===== src/rtl/jk_mode_counter.sv =====
// jk_mode_counter: J/K-mode modulo-MOD up/down counter with JK cell output.
// Define JK_CNT_SAT_EN to saturate at 0 and MOD-1 instead of wrapping.
module jk_mode_counter #(
  parameter int WIDTH = 4,
  parameter int MOD   = 10
) (
  input  logic             clk,
  input  logic             rst,
  input  logic             en,
  input  logic             j,
  input  logic             k,
  output logic             q,
  output logic             qn,
  output logic [WIDTH-1:0] count,
  output logic             dir,
  output logic             tc
);
  localparam logic ST_UP   = 1'b0;
  localparam logic ST_DOWN = 1'b1;
  localparam logic [WIDTH:0] L_MOD = (WIDTH+1)'(MOD);
  localparam logic [WIDTH:0] L_TOP = (WIDTH+1)'(MOD - 1);
  logic             r_q;
  logic             r_state;
  logic             r_tc;
  logic [WIDTH-1:0] r_count;
  logic             w_up;
  logic             w_dn;
  logic             w_tg;
  logic [WIDTH:0]   w_inc;
  logic [WIDTH:0]   w_dec;
  logic             w_at_top;
  logic             w_at_bot;
  logic [WIDTH-1:0] w_up_cnt;
  logic [WIDTH-1:0] w_dn_cnt;
  logic [WIDTH-1:0] w_nxt_count;
  logic             w_nxt_q;
  logic             w_nxt_state;
  logic             w_nxt_tc;
  assign w_up = en & j & ~k;
  assign w_dn = en & ~j & k;
  assign w_tg = en & j & k;
  // Extra bit: MOD-1 is reached when +1 equals MOD, 0 when -1 borrows
  assign w_inc    = {1'b0, r_count} + (WIDTH+1)'(1);
  assign w_dec    = {1'b0, r_count} - (WIDTH+1)'(1);
  assign w_at_top = (w_inc == L_MOD);
  assign w_at_bot = w_dec[WIDTH];
`ifdef JK_CNT_SAT_EN
  assign w_up_cnt = w_at_top ? r_count : w_inc[WIDTH-1:0];
  assign w_dn_cnt = w_at_bot ? r_count : w_dec[WIDTH-1:0];
`else
  assign w_up_cnt = w_at_top ? '0 : w_inc[WIDTH-1:0];
  assign w_dn_cnt = w_at_bot ? L_TOP[WIDTH-1:0] : w_dec[WIDTH-1:0];
`endif
  assign w_nxt_count = w_up ? w_up_cnt : w_dn ? w_dn_cnt : w_tg ? '0 : r_count;
  assign w_nxt_q     = w_up ? 1'b1 : w_dn ? 1'b0 : w_tg ? ~r_q : r_q;
  assign w_nxt_state = w_up ? ST_UP : w_dn ? ST_DOWN : r_state;
  assign w_nxt_tc    = (w_up & w_at_top) | (w_dn & w_at_bot);
  always_ff @(posedge clk or posedge rst) begin
    if (rst) begin
      r_q     <= 1'b0;
      r_state <= ST_UP;
      r_tc    <= 1'b0;
      r_count <= '0;
    end else begin
      r_q     <= w_nxt_q;
      r_state <= w_nxt_state;
      r_tc    <= w_nxt_tc;
      r_count <= w_nxt_count;
    end
  end
  assign q     = r_q;
  assign qn    = ~r_q;
  assign count = r_count;
  assign dir   = r_state;
  assign tc    = r_tc;
endmodule


===== config.mk =====
export PLATFORM = sky130hd
export DESIGN_NAME = jk_mode_counter
export DESIGN_NICKNAME = d
export VERILOG_FILES = /design/src/rtl/jk_mode_counter.sv
export SDC_FILE = /design/constraint.sdc
export NUM_CORES = 1
export LEC_CHECK = 0
export ABC_AREA = 1
export CAP_MARGIN = 20
export CORE_AREA = 2 2 39 41
export CTS_CLUSTER_DIAMETER = 150
export DETAILED_ROUTE_END_ITERATION = 8
export DIE_AREA = 0 0 41 43
export PLACE_DENSITY = 0.66
export REMOVE_ABC_BUFFERS = 1
export SLEW_MARGIN = 25
export SYNTH_ARGS = -nofsm -noshare
export SYNTH_HDL_FRONTEND = slang
export SYNTH_SLANG_ARGS = --single-unit

===== constraint.sdc =====
create_clock -name clk -period 3.9 [get_ports clk]
set_clock_uncertainty 0.1 [all_clocks]
set_input_delay 0.585 -clock clk [delete_from_list [all_inputs] [get_ports clk]]
set_output_delay 0.585 -clock clk [all_outputs]
set_load 0.01 [all_outputs]

== After elaboration in Yosys (flattened, before gate mapping) ==
Cells that the tools add are included.

* Bits in latches: 0
* Logic and storage cells: 30
* Bits in writable memories: 0
* Output and inout port bits: 8
* Input bits: 5
* Bits in registers: 7
* Memories kept: 0
* ROM bits: 0

* Muxes and demuxes: 10
* Magnitude comparators: 0
* Multipliers: 0
* Bitwise operators: 11
* Divide/modulo/power cells: 0
* Reductions and logical operators: 2
* Equality and inequality tests: 1
* Add/sub/neg operators: 2
* Shift-type cells: 0

{| class="wikitable"
|+ Operator list
! cell !! count
|-
| $mux 4 || 5
|-
| $and 1x1->1 || 7
|-
| $add 4x1->5 const B || 1
|-
| $eq 5x4->1 const B || 1
|-
| $mux 1 || 5
|-
| $sub 4x1->5 const B || 1
|-
| $not 1->1 || 3
|-
| $reduce_bool 3->1 || 1
|-
| $reduce_bool 2->1 || 1
|-
| $or 1x1->1 || 1
|}

== Longest topological paths before layout ==
* Depth after elaboration: 5
* Depth in mapped cells: 8
* Gate-level depth less buffers: 8

== Least setup slack after synthesis ==
No wires, ideal clock.

* Path type: reg-to-reg
* From: reg r_count[0], in the netlist count[0]
* To: reg r_count[0], in the netlist count[0]
* Path buffers: 0
* Period minus slack after synthesis: 1377 ps
* Data required time: 3676 ps
* Path slack: 2523 ps
* Library setup time: 124 ps
* Cell stages (with the launch flop): 8
* Data arrival time: 1153 ps
* Cell sequence: dfrtp_1 ha_1 nand2_1 nand2_4 nor2_4 nand2_2 nand3_1 nand3_1

* Word-level cells in the longest chain between the ends: 4
* Elaborated cells on any way between the ends: 7
* Those cells by class: 2 x add/sub; 1 x eq/ne; 4 x mux

{| class="wikitable"
|+ RTL lines
! what !! line !! RTL
|-
| start: declaration || 25 || <nowiki>logic [WIDTH-1:0] r_count;</nowiki>
|-
| start signal: assignment || 68 || <nowiki>r_count <= w_nxt_count;</nowiki>
|-
| $add 4x1->5 or $sub 4x1->5 (tied branches) || 43, 44 ||
|-
| $eq 5x4->1 or $mux 4 (tied branches) || 45, 52 ||
|-
| $mux 4, on equally long branches || 51, 54 ||
|-
| $mux 4 (*) || 54 || <nowiki>assign w_nxt_count = w_up ? w_up_cnt : w_dn ? w_dn_cnt : w_tg ? '0 : r_count;</nowiki>
|}

Every way passes the cells marked *; elsewhere a longest branch is shown, timed or not.
A chain may end at the register's enable or synchronous reset.

== Final worst setup path ==
* From: reg r_count[2], in the netlist count[2]
* To: out count[2]

{| class="wikitable"
|+ RTL lines
! what !! line !! RTL
|-
| end: declaration || 14 || <nowiki>output logic [WIDTH-1:0] count,</nowiki>
|}

No word-level cell between the ends.

==> results.json <==
{
  "layout.cells.non_filler": 95,
  "wl_per_cell_microns": 10.5,
  "hold_class": "reg -> reg",
  "antenna_found_initial": 0,
  "fin_util_pct": 46.2,
  "r2r_slack_ns": 2.46,
  "clk-insertion-delay-late_ns": 0.26,
  "final_common_cell": "nand2_1",
  "p_comb_share_pct": 50.6,
  "worstPathArrival_ns": 1.34,
  "drc_errors": 0,
  "finalSetupViolCount": 0,
  "yosysTopAreaCell": "dfrtp_1",
  "start_util_pct": 34.2,
  "final_cell_mix": "nand2_1, clkdlybuf4s50_1, nand3_1",
  "rsz0062_at_grt": "no",
  "period_minus_slack_ns": 2.02,
  "syn_to_final_growth_pct": 35.2,
  "grt_pass1_vias": 385,
  "ctsResizeCount": 0,
  "yosysSeqAreaShare_pct": 37.0,
  "path_cells": "clkdlybuf4s50_1",
  "drv_cap": 0,
  "path_class": "reg -> out",
  "min_period_over_period_pct": 51.8,
  "grt_remaining_overflow": 0,
  "critPathMaxFanout": 7,
  "rows": 14,
  "cp_slowest_stage_delay_ns": 0.59,
  "clock_sinks": 7,
  "fmax_ghz": 0.495,
  "diodes": 0,
  "synth.avg_cell_area_sq_um": 7.51,
  "fp.coreArea_sq_um": 1380,
  "max_slew_margin_pct": 65.6,
  "gp_congestion": 0.853,
  "tightestPinTransition_ns": 0.510,
  "endpoint_kind": "output port",
  "finalMaxSlewViolations": 0,
  "cts_buffers": 3,
  "hold_viol": 0,
  "p_sw_uw": 170,
  "num_vias": 454,
  "cp_slowest_cell": "clkdlybuf4s50_1",
  "critPathTopFamily": "buffers and inverters",
  "synth_cell_type_count": 19,
  "drive_gt1_share_pct": 13.9,
  "worstPathRequired_ns": 3.21,
  "grt_max_degree": 9,
  "status": "finished clean",
  "postRouteAntennaNets": 0,
  "finalNetCount": 88,
  "p_int_uw": 232,
  "syn-cell-area_sq_um": 473,
  "hold_buffers": 0,
  "syn_inst": 63,
  "ys_warn_count": 0,
  "dp_cells": 91,
  "dp_hpwl_microns": 774,
  "pwr-share-clk_pct": 17.5,
  "clockBufferDepth": 2,
  "switching_share_pct": 42.3,
  "worst-path-buf-inv": 1,
  "htreeDepth": 1,
  "die_y_microns": 43,
  "yosys.area.top_type_share_pct": 37.0,
  "drt_wl_total_microns": 994,
  "vias_per_cell": 4.78,
  "start_kind": "flop",
  "power.density_nw_per_um2": 628,
  "grt_pass1_wl_microns": 1590,
  "synthTopCellsByArea": "dfrtp_1, nand2_1, nand3_1",
  "finalSetupTns_ns": 0,
  "cts_tree": "yes",
  "pwr-share-seq_pct": 32.0,
  "root_buffer": "clkbuf_4",
  "io_pins": 13,
  "finalPower_uw": 402,
  "ir_drop_v": 0.000204,
  "post_cts_buffers": 0,
  "die_x_microns": 41,
  "drtIter0Drc": 13,
  "placement.io_buffers": 12,
  "path_clk_slew_ns": 0.05,
  "drtPass1Iterations": 4,
  "grtUsageTotal_pct": 13.9,
  "die-area_sq_um": 1760,
  "synth_seq_cells": 7,
  "p_leak_uw": 0.000295
}
cells by family after synthesis:
kind of cell    count (synthesis)  synth area share [%]
flops                           7                  37.0
buf+inv                         9                  7.14
fa+ha+maj                       3                  7.94
xor+xnor                        1                  1.85
simple gates                   38                  39.9
compound gates                  5                  6.08
per-layer routing:
metal | GRT usage, % | up-vias | share of wire, %
met5 | 0 | - | 0
met4 | 12.0 | 0 | 2.0
met3 | 3.14 | 4 | 2.4
met2 | 19.4 | 9 | 50
met1 | 17.0 | 206 | 46
li1 | - | 235 | -
path summary, 6_finish.rpt:
path,from,endpoint,cells after the start
setup / recovery,count[2],count[2],1
hold / removal,dir,dir,2
setup reg to reg,count[0],count[0],7
hold reg to reg,dir,dir,2
max in group asynchronous,rst,count[2],2
min in group asynchronous,rst,count[3],2
power groups by stage:
| stage | registers (uW) | clock network (uW) | logic, uW |
|---|---|---|---|
| after floorplan | 133 | 0 | 124 |
| after global placement | 129 | 0 | 202 |
| after detailed placement | 130 | 0 | 204 |
| after CTS | 129 | 71.7 | 205 |
| after global routing | 135 | 75.9 | 226 |
| final | 128 | 70.2 | 203 |
synth_stat cells:
| cell type | number |
|---|---|
| nand2_1 | 17 |
| inv_2 | 1 |
| nand3b_1 | 1 |
| xor2_1 | 1 |
| ha_1 | 3 |
| inv_1 | 8 |
| dfrtp_1 | 7 |
| nand3_1 | 10 |
| o21ai_1 | 1 |
| o211ai_1 | 1 |
| nand4_1 | 1 |
| nor2_2 | 1 |
| nor2_1 | 2 |
| nand2_4 | 1 |
| nor2_4 | 1 |
| nand2_2 | 4 |
| o21ai_0 | 1 |
| o22ai_1 | 1 |
| a21oi_1 | 1 |
per-stage QoR:
stage	worst slack [ns]	area, sq um	hold WS (ns)
after floorplan	2.52	473	0.288
after global placement	2.07	613	0.372
after detailed placement	2.04	613	0.390
after CTS	1.86	639	0.404
after global routing	1.82	639	0.428
final	1.88	639	0.395
worst register-to-register path: cells and delay by family, from the launching register on:
kind / cells / cell delay [ns]
AND/OR/NAND/NOR: 6 / 0.50
flip-flops: 1 / 0.46
adder cells (fa/ha/maj): 1 / 0.27
registers in the layout (all words and copies together), names as in the netlist:
signal and flops:
dir 1, count 4, tc 1, q 1
cell type report:
| type | count | area, sq um |
|---|---|---|
| sequential | 7 | 175 |
| timing repair buffer | 12 | 120 |
| inverter | 9 | 33.8 |
| multi-input combinational | 47 | 264 |
| fill | 148 | 744 |
| tap | 16 | 20.0 |
| clock buffer | 4 | 26.3 |
Power figures use the tool's default switching activity.
